## config.mk

```make
export PLATFORM = sky130hd
export DESIGN_NAME = object_readout_ctrl_flat
export DESIGN_NICKNAME = d
export VERILOG_FILES = /design/src/rtl/object_readout_ctrl_pkg.sv /design/src/rtl/object_readout_ctrl_if.sv /design/src/rtl/object_readout_ctrl.sv /design/src/flat_wrapper.sv
export SDC_FILE = /design/constraint.sdc
export NUM_CORES = 1
export LEC_CHECK = 0
export ABC_CLOCK_PERIOD_IN_PS = 4450
export BUFFER_PORTS_ARGS = -buffer_cell sky130_fd_sc_hd__buf_2
export CAP_MARGIN = 10
export CORE_MARGIN = 1.5
export CORE_UTILIZATION = 55
export DETAILED_ROUTE_END_ITERATION = 8
export PLACE_DENSITY = 0.84
export SLEW_MARGIN = 20
export SYNTH_ARGS = -nofsm -noshare
export SYNTH_HDL_FRONTEND = slang
export SYNTH_SLANG_ARGS = --single-unit
```

## constraint.sdc

```tcl
create_clock -name clk -period 4.45 [get_ports clk]
set_input_delay 0.445 -clock clk [delete_from_list [all_inputs] [get_ports clk]]
set_output_delay 0.445 -clock clk [all_outputs]
set_load 0.01 [all_outputs]
```

## src/rtl/object_readout_ctrl_pkg.sv

```systemverilog
// Shared defaults for the connected-components readout scheduler.
package object_readout_ctrl_pkg;

    localparam int DEF_LBL_WIDTH    = 4;
    localparam int DEF_LOC_SIZE     = 8;
    localparam int DEF_MAX_LABEL    = 1 << DEF_LBL_WIDTH;
    localparam int DEF_DRAIN_CYCLES = 4;

    // Drain counter holds DRAIN_CYCLES-1, so 4 bits cover the 1..15 range.
    typedef logic [3:0] drain_cnt_t;

endpackage

```

## src/rtl/object_readout_ctrl_if.sv

```systemverilog
// Data-table read port plus record stream handshake of the readout scheduler.
interface object_readout_ctrl_if
    import object_readout_ctrl_pkg::*;
#(
    parameter int LBL_WIDTH = DEF_LBL_WIDTH,
    parameter int LOC_SIZE  = DEF_LOC_SIZE
);

    logic [LBL_WIDTH-1:0] obj_id;
    logic [LOC_SIZE-1:0]  obj_area;
    logic [LOC_SIZE-1:0]  obj_x;
    logic [LOC_SIZE-1:0]  obj_y;

    logic                 rec_valid;
    logic                 rec_ready;
    logic [LBL_WIDTH-1:0] rec_id;
    logic [LOC_SIZE-1:0]  rec_area;
    logic [LOC_SIZE-1:0]  rec_x;
    logic [LOC_SIZE-1:0]  rec_y;

    modport master (
        output obj_id,
        input  obj_area, obj_x, obj_y,
        output rec_valid, rec_id, rec_area, rec_x, rec_y,
        input  rec_ready
    );

    modport slave (
        input  obj_id,
        output obj_area, obj_x, obj_y,
        input  rec_valid, rec_id, rec_area, rec_x, rec_y,
        output rec_ready
    );

endinterface

```

## src/rtl/object_readout_ctrl.sv

```systemverilog
// End-of-frame scheduler: drains the labeler, sweeps the data table and
// streams records whose area meets the runtime threshold.
module object_readout_ctrl
    import object_readout_ctrl_pkg::*;
#(
    parameter int LBL_WIDTH    = DEF_LBL_WIDTH,
    parameter int LOC_SIZE     = DEF_LOC_SIZE,
    parameter int DRAIN_CYCLES = DEF_DRAIN_CYCLES
) (
    input  logic                  clk,
    input  logic                  reset_n,
    input  logic                  frame_end,
    input  logic [LBL_WIDTH-1:0]  num_labels,
    input  logic [LOC_SIZE-1:0]   min_area,
    output logic                  busy,
    output logic [LBL_WIDTH-1:0]  obj_count,
    output logic                  scan_done,
    output logic                  overrun,
    object_readout_ctrl_if.master bus
);

    localparam logic [2:0] S_IDLE    = 3'd0;
    localparam logic [2:0] S_DRAIN   = 3'd1;
    localparam logic [2:0] S_ISSUE   = 3'd2;
    localparam logic [2:0] S_CAPTURE = 3'd3;
    localparam logic [2:0] S_EMIT    = 3'd4;
    localparam logic [2:0] S_DONE    = 3'd5;

    localparam drain_cnt_t DRAIN_LOAD = drain_cnt_t'(DRAIN_CYCLES - 1);

    logic [2:0]           state;
    drain_cnt_t           drain_cnt;
    logic [LBL_WIDTH-1:0] last_id;
    logic [LOC_SIZE-1:0]  thr;
    logic [LBL_WIDTH-1:0] obj_id_q;
    logic [LBL_WIDTH-1:0] rec_id_q;
    logic [LOC_SIZE-1:0]  rec_area_q;
    logic [LOC_SIZE-1:0]  rec_x_q;
    logic [LOC_SIZE-1:0]  rec_y_q;

    always_ff @(posedge clk or negedge reset_n) begin
        if (!reset_n) begin
            state      <= S_IDLE;
            drain_cnt  <= '0;
            last_id    <= '0;
            thr        <= '0;
            obj_id_q   <= '0;
            rec_id_q   <= '0;
            rec_area_q <= '0;
            rec_x_q    <= '0;
            rec_y_q    <= '0;
            obj_count  <= '0;
            overrun    <= 1'b0;
        end else begin
            overrun <= frame_end && (state != S_IDLE);
            case (state)
                S_IDLE: begin
                    if (frame_end) begin
                        state     <= S_DRAIN;
                        drain_cnt <= DRAIN_LOAD;
                        obj_count <= '0;
                    end
                end
                S_DRAIN: begin
                    if (drain_cnt == '0) begin
                        last_id <= num_labels - LBL_WIDTH'(1);
                        thr     <= min_area;
                        if (num_labels <= LBL_WIDTH'(1)) begin
                            state <= S_DONE;
                        end else begin
                            obj_id_q <= LBL_WIDTH'(1);
                            state    <= S_ISSUE;
                        end
                    end else begin
                        drain_cnt <= drain_cnt - drain_cnt_t'(1);
                    end
                end
                S_ISSUE: state <= S_CAPTURE;
                S_CAPTURE: begin
                    // Table data for obj_id arrives one cycle after ISSUE.
                    rec_id_q   <= obj_id_q;
                    rec_area_q <= bus.obj_area;
                    rec_x_q    <= bus.obj_x;
                    rec_y_q    <= bus.obj_y;
                    if (bus.obj_area >= thr) begin
                        state <= S_EMIT;
                    end else if (obj_id_q == last_id) begin
                        state <= S_DONE;
                    end else begin
                        obj_id_q <= obj_id_q + LBL_WIDTH'(1);
                        state    <= S_ISSUE;
                    end
                end
                S_EMIT: begin
                    if (bus.rec_ready) begin
                        obj_count <= obj_count + LBL_WIDTH'(1);
                        if (obj_id_q == last_id) begin
                            state <= S_DONE;
                        end else begin
                            obj_id_q <= obj_id_q + LBL_WIDTH'(1);
                            state    <= S_ISSUE;
                        end
                    end
                end
                S_DONE: begin
                    obj_id_q <= '0;
                    state    <= S_IDLE;
                end
                default: state <= S_IDLE;
            endcase
        end
    end

    assign busy          = (state != S_IDLE);
    assign scan_done     = (state == S_DONE);
    assign bus.rec_valid = (state == S_EMIT);
    assign bus.obj_id    = obj_id_q;
    assign bus.rec_id    = rec_id_q;
    assign bus.rec_area  = rec_area_q;
    assign bus.rec_x     = rec_x_q;
    assign bus.rec_y     = rec_y_q;

endmodule

```

## src/flat_wrapper.sv

```systemverilog
// flat-port wrapper written by rule: the top's interface ports become plain ports
module object_readout_ctrl_flat import object_readout_ctrl_pkg::*;
#(
    parameter int LBL_WIDTH    = DEF_LBL_WIDTH,
    parameter int LOC_SIZE     = DEF_LOC_SIZE,
    parameter int DRAIN_CYCLES = DEF_DRAIN_CYCLES
)
  (clk, reset_n, frame_end, num_labels, min_area, busy, obj_count, scan_done, overrun, bus_obj_id, bus_obj_area, bus_obj_x, bus_obj_y, bus_rec_valid, bus_rec_id, bus_rec_area, bus_rec_x, bus_rec_y, bus_rec_ready);
  object_readout_ctrl_if #(.LBL_WIDTH(LBL_WIDTH), .LOC_SIZE(LOC_SIZE)) bus_i ();
  input  logic clk;
  input  logic reset_n;
  input  logic frame_end;
  input  logic [LBL_WIDTH-1:0] num_labels;
  input  logic [LOC_SIZE-1:0] min_area;
  output logic busy;
  output logic [LBL_WIDTH-1:0] obj_count;
  output logic scan_done;
  output logic overrun;
  output wire logic [$bits(bus_i.obj_id)-1:0] bus_obj_id;
  input wire logic [$bits(bus_i.obj_area)-1:0] bus_obj_area;
  input wire logic [$bits(bus_i.obj_x)-1:0] bus_obj_x;
  input wire logic [$bits(bus_i.obj_y)-1:0] bus_obj_y;
  output wire logic [$bits(bus_i.rec_valid)-1:0] bus_rec_valid;
  output wire logic [$bits(bus_i.rec_id)-1:0] bus_rec_id;
  output wire logic [$bits(bus_i.rec_area)-1:0] bus_rec_area;
  output wire logic [$bits(bus_i.rec_x)-1:0] bus_rec_x;
  output wire logic [$bits(bus_i.rec_y)-1:0] bus_rec_y;
  input wire logic [$bits(bus_i.rec_ready)-1:0] bus_rec_ready;
  assign bus_obj_id = bus_i.obj_id;
  assign bus_i.obj_area = bus_obj_area;
  assign bus_i.obj_x = bus_obj_x;
  assign bus_i.obj_y = bus_obj_y;
  assign bus_rec_valid = bus_i.rec_valid;
  assign bus_rec_id = bus_i.rec_id;
  assign bus_rec_area = bus_i.rec_area;
  assign bus_rec_x = bus_i.rec_x;
  assign bus_rec_y = bus_i.rec_y;
  assign bus_i.rec_ready = bus_rec_ready;
  object_readout_ctrl #(.LBL_WIDTH(LBL_WIDTH), .LOC_SIZE(LOC_SIZE), .DRAIN_CYCLES(DRAIN_CYCLES)) u_core (.clk(clk), .reset_n(reset_n), .frame_end(frame_end), .num_labels(num_labels), .min_area(min_area), .busy(busy), .obj_count(obj_count), .scan_done(scan_done), .overrun(overrun), .bus(bus_i));
endmodule
```

# After elaboration in Yosys (flattened, before gate mapping)

Cells that the tools add are included.

Flip-flop bits (word level): 56
Input bits: 40
Output and inout port bits: 40

Add/sub/neg operators: 4
$lt $le $gt $ge: 2
Eq/ne operators: 12
Mux-type cells: 19
Reduce and logical (&&, ||, !) cells: 12

Operators with widths:

| operator                                                              | number |
|---|---|
| 4-bit two-way mux                                                     | 9 |
| 3-bit two-way mux                                                     | 6 |
| 4-bit case mux with 2 select lines                                    | 2 |
| 4-bit case mux with 4 select lines                                    | 1 |
| 3-bit case mux with 5 select lines                                    | 1 |
| 3-bit AND reduction                                                   | 3 |
| 4-bit by 1-bit adder with 4-bit output, second input constant         | 2 |
| 8-bit greater-or-equal comparator                                     | 1 |
| 2-bit != test, second input constant                                  | 4 |
| 4-bit by 1-bit subtractor with 4-bit output, second input constant    | 2 |
| 3-bit by 2-bit equality test with 1-bit output, second input constant | 2 |
| 3-bit equality test, second input constant                            | 2 |
| 5-bit AND reduction                                                   | 1 |
| 4-bit equality test                                                   | 1 |
| 4-bit by 1-bit <= comparator with 1-bit output, second input constant | 1 |
| 4-bit zero test                                                       | 1 |
| 2-bit by 1-bit != test with 1-bit output, second input constant       | 2 |
| 2-bit nonzero test                                                    | 2 |
| 4-bit nonzero test                                                    | 1 |
| 3-bit by 1-bit equality test with 1-bit output, second input constant | 1 |
| 3-bit zero test                                                       | 1 |
| 3-bit nonzero test                                                    | 1 |
| 2-bit AND reduction                                                   | 1 |
| 1-bit logical AND                                                     | 1 |

# Longest topological paths before layout

Gate-level depths: netlist of the first run.

Word-level depth: 4
Gate-level depth with buffers: 9
Gate-level depth less buffers: 8

# Least setup slack after synthesis of the first run

Ideal clock, no wire load.

Path kind: input to register
Start: input port bus_obj_area[1]
End: register u_core.obj_id_q[0], in the netlist u_core.bus.obj_id[0]
Setup time: 0.095 ns
Arrival: 2.023 ns
Data required time: 4.355 ns
Path slack: 2.332 ns
Stages: 7
Path buffers: 0
Path through: ha_1 nor2b_1 o211a_1 o311ai_1 a22o_1 a21oi_1 nor4b_2

Word-level cells in the longest chain between the ends: 3

RTL lines:

| what                                 | RTL line                   | RTL |
|---|---|---|
| start: declaration                   | flat_wrapper.sv:20         | `input wire logic [$bits(bus_i.obj_area)-1:0] bus_obj_area;` |
| 8-bit greater-or-equal comparator    | object_readout_ctrl.sv:85  | `if (bus.obj_area >= thr) begin` |
| 2-bit != test (no source line)       | -                          |  |
| 5-bit AND reduction (no source line) | -                          |  |
| end signal: assignment               | object_readout_ctrl.sv:90  | `obj_id_q <= obj_id_q + LBL_WIDTH'(1);` |
| end signal: assignment               | object_readout_ctrl.sv:100 | `obj_id_q <= obj_id_q + LBL_WIDTH'(1);` |
| end: declaration                     | object_readout_ctrl.sv:35  | `logic [LBL_WIDTH-1:0] obj_id_q;` |

Every way passes these cells.
A chain may end at the register's enable or synchronous reset.

# Worst setup path in the final report of the first run

Start: register u_core.state[2]
End: register u_core.obj_id_q[0], in the netlist u_core.bus.obj_id[0]

Word-level cells in the longest chain between the ends: 3
Elaborated cells between the ends (all ways): 11
Those cells by class: eq/ne: 8; mux: 1; reduce/logical: 2

RTL lines:

| what                                                                         | RTL line                  | RTL |
|---|---|---|
| start: declaration                                                           | object_readout_ctrl.sv:31 | `logic [2:0] state;` |
| start signal: assignment                                                     | object_readout_ctrl.sv:43 | `state <= S_IDLE;` |
| start signal: assignment                                                     | object_readout_ctrl.sv:59 | `state <= S_DRAIN;` |
| start signal: assignment                                                     | object_readout_ctrl.sv:69 | `state <= S_DONE;` |
| 3-bit by 2-bit equality test with 1-bit output, or another cell as far along | object_readout_ctrl.sv:56 | `case (state)` |
| 2-bit != test (no source line), or another cell as far along                 | -                         |  |
| 5-bit AND reduction (no source line)                                         | -                         |  |

Several ways; a longest one is shown, not always the timed one.

==> flow_summary.yaml, run 1 <==
cells_and_area:
  fin_nets: 412
  drive_gt1_frac: 0.297
  area_growth_pct: 20.2
  design_area_um2: 3300
  insertedDiodeCount: 0
routing:
  drcViolationCount: 0
  vias: 2247
  via_per_inst: 5.26
  totalWireLength_um: 5670
  drtIter0Drc: 162
  antenna_left: 0
  wl_per_cell_um: 13.3
  first_pass_iters: 5
floorplan:
  initial_core_util: 0.578
  die_area_um2: 5430
  die_h_um: 73.7
  die_x_um: 73.7
  core_um2: 4750
  num_io_pins: 80
  rows: 25
setup_path:
  criticalPathCategory: "reg2reg"
  critPathArrivalTime_ns: 2.61
  crit_fanout: 28
  cp-end-kind: "flip-flop"
  critPathRequiredTime_ns: 4.67
  critPathLaunchType: "flip-flop"
global_routing:
  antenna_found_initial: 0
  grt_max_degree: 57
  grt_use_total: 0.228
  grt_pass1_wl_um: 9370
  grt_pass1_vias: 2182
  grt.overflow.total: 0
min_path:
  hp-class: "in2async"
logic_synthesis:
  synth_xor_area_frac: 0.0319
  synth_nets: 336
  synth-compound-area-share: 0.0852
  synthesis.area_um2: 2750
  ys_async_sr_fraction: 1.00
  ys_seq_area_frac: 0.510
  ys_types: 43
  synth_seq_cells: 56
  synth_top_cell_by_area: "dfrtp_1"
  synth_top_family_by_area: "simple AND/OR/NAND/NOR gates"
  avgSynthCellArea_um2: 9.70
  yosys-top-cells-area: "dfrtp_1 (51%), nand2_1 (12%), ha_1 (5.9%)"
  synth_top_area_frac: 0.510
  synth_flop_cell: "dfrtp_1"
  synth_warnings: 0
  synth.area.mux_share: 0.0533
  synth-edff-count: 0
  synth-simple-area-share: 0.220
  synthAdderAreaFrac: 0.0592
  syn_inst: 283
clock_network:
  cts_max_level: 2
  postCtsSetupBuffers: 0
  hold_buffers: 0
  cts.sinks: 56
  postCtsResizedCells: 0
  cts_root_buf: "clkbuf_8"
  clk_path_buf_depth: 2
  path_clk_slew_ns: 0.11
  cts_tree: "yes"
  cts-buffers-inserted: 5
  clkLatencyLatePin_ns: 0.32
timing:
  clock.fmax_mhz: 418
  setup_viol: 0
  slew_headroom: 0.494
  maxSlewViolCount: 0
  fin_worst_skew_ns: 0.0125
  rsz0062_at_grt: "no"
  worst_pin_slew_ns: 0.759
  tns_ns: 0
  hold_violations: 0
  min_period_over_period: 0.538
  min_period_ns: 2.39
power_and_ir_drop:
  pwr-share-seq: 0.418
  powerDensity_nw_per_um2: 656
  switching_share: 0.398
  p_leak_nw: 1.80
  p_switching_uw: 862
  peakVddDrop_uv: 398
  p_int_mw: 1.30
  pwr-share-comb: 0.425
  clock_power_share: 0.157
placement:
  placed_area_um2: 3190
  portBuffers: 79
  place.gp.congestion: 0.861
  dp_hpwl_um: 4150
flow_run:
  drv_cap: 0
outcome:
  status: "finished, final reports clean"
[Yosys cell counts (2+ instances only)]
cell,number
a21oi_1,8
xnor2_1,2
dfrtp_1,56
nor3_1,5
nand3_1,3
o21ai_0,9
nand2_1,87
nor3b_1,2
mux2_2,13
nor2b_1,4
nor2_1,10
clkbuf_1,9
nand4_1,3
inv_1,15
and3_1,2
a22o_1,2
o211ai_1,4
ha_1,13
nand3b_1,3
buf_2,2
xor2_1,8
and2_1,2
[routing by layer]
metal / up-vias / routed length (um) / track usage
met1: 1051 / 2350 / 0.273
met5: - / 0 / 0
met2: 82 / 2810 / 0.388
li1: 1097 / - / -
met3: 17 / 344 / 0.0521
met4: 0 / 162 / 0.103
[path summary, 6_finish.rpt]
| path | start | endpoint | slack (ns) | cells past startpoint |
|---|---|---|---|---|
| max | u_core.state[2] | u_core.bus.obj_id[0] | 2.06 | 5 |
| min | reset_n | u_core.thr[0] | 0.24 | 2 |
| max reg2reg | u_core.state[2] | u_core.bus.obj_id[0] | 2.06 | 5 |
| min reg2reg | u_core.bus.rec_x[3] | u_core.bus.rec_x[3] | 0.48 | 2 |
| max in group asynchronous | reset_n | u_core.bus.rec_y[5] | 3.75 | 2 |
| min in group clk | bus_obj_x[3] | u_core.bus.rec_x[3] | 0.30 | 3 |
[flip-flops by register name, indices dropped and copies added (netlist names)]
| register | cells |
|---|---|
| u_core.last_id | 4 |
| u_core.overrun | 1 |
| u_core.bus.rec_y | 8 |
| u_core.drain_cnt | 4 |
| u_core.obj_count | 4 |
| u_core.bus.rec_area | 8 |
| u_core.state | 3 |
| u_core.bus.rec_id | 4 |
| u_core.bus.rec_x | 8 |
| u_core.thr | 8 |
| u_core.bus.obj_id | 4 |
[cell families after synthesis]
kind of cell / count (synthesis)
compound gates: 35
xor+xnor: 10
fa+ha+maj: 13
buf+inv: 27
flops: 56
mux: 13
simple gates: 129
[cell usage in the layout, fill, tap and decap left out, types with 4 or more instances in the layout]
cell type	Yosys	layout
inv_1	15	15
ha_1	13	13
a21oi_1	8	8
mux2_2	13	13
xor2_1	8	8
nor2_1	10	10
dfrtp_1	56	56
nand2_1	87	87
nor3_1	5	5
clkbuf_8	0	5
o21ai_0	9	9
nor2b_1	4	4
buf_2	2	79
o211ai_1	4	4
[stage by stage]
step	instances	total power, mW	hold WS, ns	worst slack, ns	utilization
final	427	2.17	0.242	2.06	0.694
after global routing	427	2.35	0.302	1.84	0.694
after CTS	427	2.18	0.268	2.06	0.694
after detailed placement	419	1.84	0.458	1.95	0.670
after global placement	419	1.78	0.454	2.08	0.670
after floorplan	283	1.53	0.149	2.33	-
[layout make-up]
type | count | area [um2]
Multi-Input combinational cell | 200 | 1230
Clock buffer | 5 | 68.8
Tap cell | 67 | 83.8
Timing Repair Buffer | 81 | 410
Clock inverter | 3 | 46.3
Inverter | 15 | 56.3
Fill cell | 388 | 1450
Sequential cell | 56 | 1400
[power groups by stage]
stage | combinational, mW | sequential (mW) | clock (mW)
2_1_floorplan | 0.602 | 0.929 | 0
3_3_place_gp | 0.883 | 0.902 | 0
3_5_place_dp | 0.931 | 0.907 | 0
4_1_cts | 0.930 | 0.903 | 0.347
5_1_grt | 1.05 | 0.937 | 0.364
6_report | 0.921 | 0.905 | 0.341
[critical path, stage by stage (launching register included)]
cell and delay (ns):
dfrtp_1 0.60, nand3b_1 0.31, buf_4 0.36, inv_1 0.41, and3_4 0.33, nor4b_2 0.28
Power figures use the tool's default switching activity.
==> run 2, diff against run 1 <==
--- a/config.mk
+++ b/config.mk
@@ -5,13 +5,14 @@
 export SDC_FILE = /design/constraint.sdc
 export NUM_CORES = 1
 export LEC_CHECK = 0
-export ABC_CLOCK_PERIOD_IN_PS = 4450
+export ABC_AREA = 1
+export ABC_CLOCK_PERIOD_IN_PS = 1920
 export BUFFER_PORTS_ARGS = -buffer_cell sky130_fd_sc_hd__buf_2
 export CAP_MARGIN = 10
 export CORE_MARGIN = 1.5
-export CORE_UTILIZATION = 55
+export CORE_UTILIZATION = 47
 export DETAILED_ROUTE_END_ITERATION = 8
-export PLACE_DENSITY = 0.84
+export PLACE_DENSITY = 0.76
 export SLEW_MARGIN = 20
 export SYNTH_ARGS = -nofsm -noshare
 export SYNTH_HDL_FRONTEND = slang
==> constraint.sdc (replaced) <==
create_clock -name clk -period 1.92 [get_ports clk]
set_input_delay 0.192 -clock clk [delete_from_list [all_inputs] [get_ports clk]]
set_output_delay 0.192 -clock clk [all_outputs]
set_load 0.01 [all_outputs]
==> flow_summary.yaml, run 2 <==
placement:
  place_ws_ns: 0.374
  placed_area_um2: 3260
  dp_hpwl_um: 4290
  place.gp.congestion: 0.801
  portBuffers: 79
  placedCellCount: 493
global_routing:
  grt_pass1_wl_um: 9670
  grt_use_total: 0.196
  grt.overflow.total: 0
  grt_pass1_vias: 2251
  grt_max_degree: 34
  antenna_found_initial: 0
clock_network:
  cts-buffers-inserted: 5
  cts_max_level: 2
  cts.sinks: 56
  path_clk_slew_ns: 0.09
  cts_tree: "yes"
  clkLatencyLatePin_ns: 0.31
  clk_path_buf_depth: 2
  postCtsResizedCells: 0
  cts_root_buf: "clkbuf_8"
power_and_ir_drop:
  p_leak_nw: 1.93
  p_int_mw: 2.79
  pwr-share-seq: 0.409
  clock_power_share: 0.132
  p_switching_mw: 2.00
  powerDensity_nw_per_um2: 1420
  finalPower_mw: 4.79
  pwr-share-comb: 0.459
  peakVddDrop_uv: 634
  switching_share: 0.418
min_path:
  hp-class: "in2reg"
logic_synthesis:
  synth_top_family_by_area: "simple AND/OR/NAND/NOR gates"
  synth_xor_area_frac: 0.0190
  synth-edff-count: 0
  synth.area.mux_share: 0
  synth-compound-area-share: 0.0567
  yosys-top-cells-area: "dfrtp_1 (51%), nand2_1 (19%), ha_1 (5.9%)"
  yosysMostFrequentCell: "nand2_1"
  ys_async_sr_fraction: 1.00
  syn_inst: 344
  synth-simple-area-share: 0.292
  ys_seq_area_frac: 0.508
  synth_top_cell_by_area: "dfrtp_1"
  synthAdderAreaFrac: 0.0590
  avgSynthCellArea_um2: 8.02
  synth_common_cells: "nand2_1 (142), dfrtp_1 (56), inv_1 (35)"
  synth_warnings: 0
  synth_seq_cells: 56
  synth_flop_cell: "dfrtp_1"
  synth_top_area_frac: 0.508
  synth_nets: 397
  ys_types: 28
  synthesis.area_um2: 2760
setup_path:
  critPathRequiredTime_ns: 1.73
  criticalPathCategory: "reg2out"
  crit_fanout: 4
  cp-end-kind: "output pin"
  reg2reg_slack_ns: 0.35
  critPathArrivalTime_ns: 1.40
  critPathLaunchType: "flip-flop"
timing:
  fin_worst_skew_ns: 0.0109
  rsz0062_at_grt: "no"
  whs_ns: 0.0733
  min_period_over_period: 0.827
  worst_pin_slew_ns: 0.701
  setup_ws_ns: 0.332
  setup_viol: 0
  clock.fmax_mhz: 630
  tns_ns: 0
  hold_violations: 0
  slew_headroom: 0.533
  min_period_ns: 1.59
  maxSlewViolCount: 0
cells_and_area:
  final_cell_mix: "nand2_1 (142), buf_2 (79), dfrtp_1 (56)"
  finish.utilization: 0.603
  design_area_um2: 3360
  insertedDiodeCount: 0
  drive_gt1_frac: 0.244
  area_growth_pct: 21.8
  fin_nets: 482
  multiInputGateArea_um2: 1180
  num-fill-cells: 497
  final_cells: 502
  register_area_um2: 1400
  mostFrequentLayoutCell: "nand2_1"
floorplan:
  die_area_um2: 6340
  num_io_pins: 80
  initial_core_util: 0.495
  core_um2: 5570
  rows: 27
  die_x_um: 79.6
  die_h_um: 79.6
routing:
  drcViolationCount: 0
  via_per_inst: 4.74
  first_pass_iters: 4
  totalWireLength_um: 5580
  drtIter0Drc: 94
  wl_per_cell_um: 11.1
  antenna_left: 0
  vias: 2380
outcome:
  status: "finished, final reports clean"
flow_run:
  drv_cap: 0
-- run 2: cell types whose count changed in the layout (fill, tap and decap cells not counted), moves of 4 or more --
cell      delta
nor2_1      +11
xor2_1       -4
nor2b_1      -4
o211ai_1     -4
o21ai_0     +11
mux2_2      -13
inv_1       +20
nand3_1      +4
nand2_1     +55
inv_2        +4
-- run 2: worst max-delay path, cell delays in order (launching register included) --
cell	delay, ns
dfrtp_1	0.41
inv_1	0.17
nand2_1	0.13
nor2_2	0.20
inv_1	0.06
buf_2	0.13
-- run 2: repair_timing --
| action | CTS | global route |
|---|---|---|
| buffers inserted | 0 | 0 |
| endpoints found under the setup margin | 0 | 0 |
| hold endpoints to repair | 29 | 0 |
| hold buffers | 1 | 0 |
-- run 2: path summary, 6_finish.rpt --
check | startpoint | endpoint | cells after the start
min | bus_obj_x[0] | u_core.bus.rec_x[0] | 3
min reg2reg | u_core.bus.rec_area[7] | u_core.bus.rec_area[7] | 2
max in group asynchronous | reset_n | u_core.obj_count[3] | 3
max | u_core.state[0] | busy | 5
max reg2reg | u_core.thr[7] | u_core.bus.obj_id[2] | 9
min in group asynchronous | reset_n | u_core.thr[5] | 2
-- run 2: cells by family after synthesis --
family                     after synthesis
xor gates and xnor gates                 6
and+or+nand+nor                        193
adders and majority gates               13
DFF                                     56
AOI/OAI and AO/OA                       30
buffers and inverters                   46
-- run 2: power groups by stage --
stage / combinational, mW / sequential [mW] / clock (mW)
after floorplan: 1.35 / 2.11 / 0
after global placement: 2.15 / 1.97 / 0
after detailed placement: 2.22 / 1.98 / 0
after CTS: 2.23 / 1.96 / 0.659
after global routing: 2.57 / 2.02 / 0.699
final: 2.20 / 1.96 / 0.631
-- run 2: final cells by class --
| type | count | share of cell area |
|---|---|---|
| flip-flops and latches | 56 | 0.417 |
| repair buffers | 85 | 0.136 |
| inverters | 39 | 0.0436 |
| clock inverters | 2 | 0.00484 |
| clock buffers | 6 | 0.0216 |
| well taps | 72 | 0.0268 |
| multi-input cells | 242 | 0.350 |
-- run 2: routing by layer --
metal | track usage | vias up | wire (um)
li1 | - | 1237 | -
met1 | 0.243 | 1067 | 2500
met2 | 0.330 | 66 | 2670
met3 | 0.0423 | 10 | 299
met4 | 0.0842 | 0 | 104
met5 | 0 | - | 0
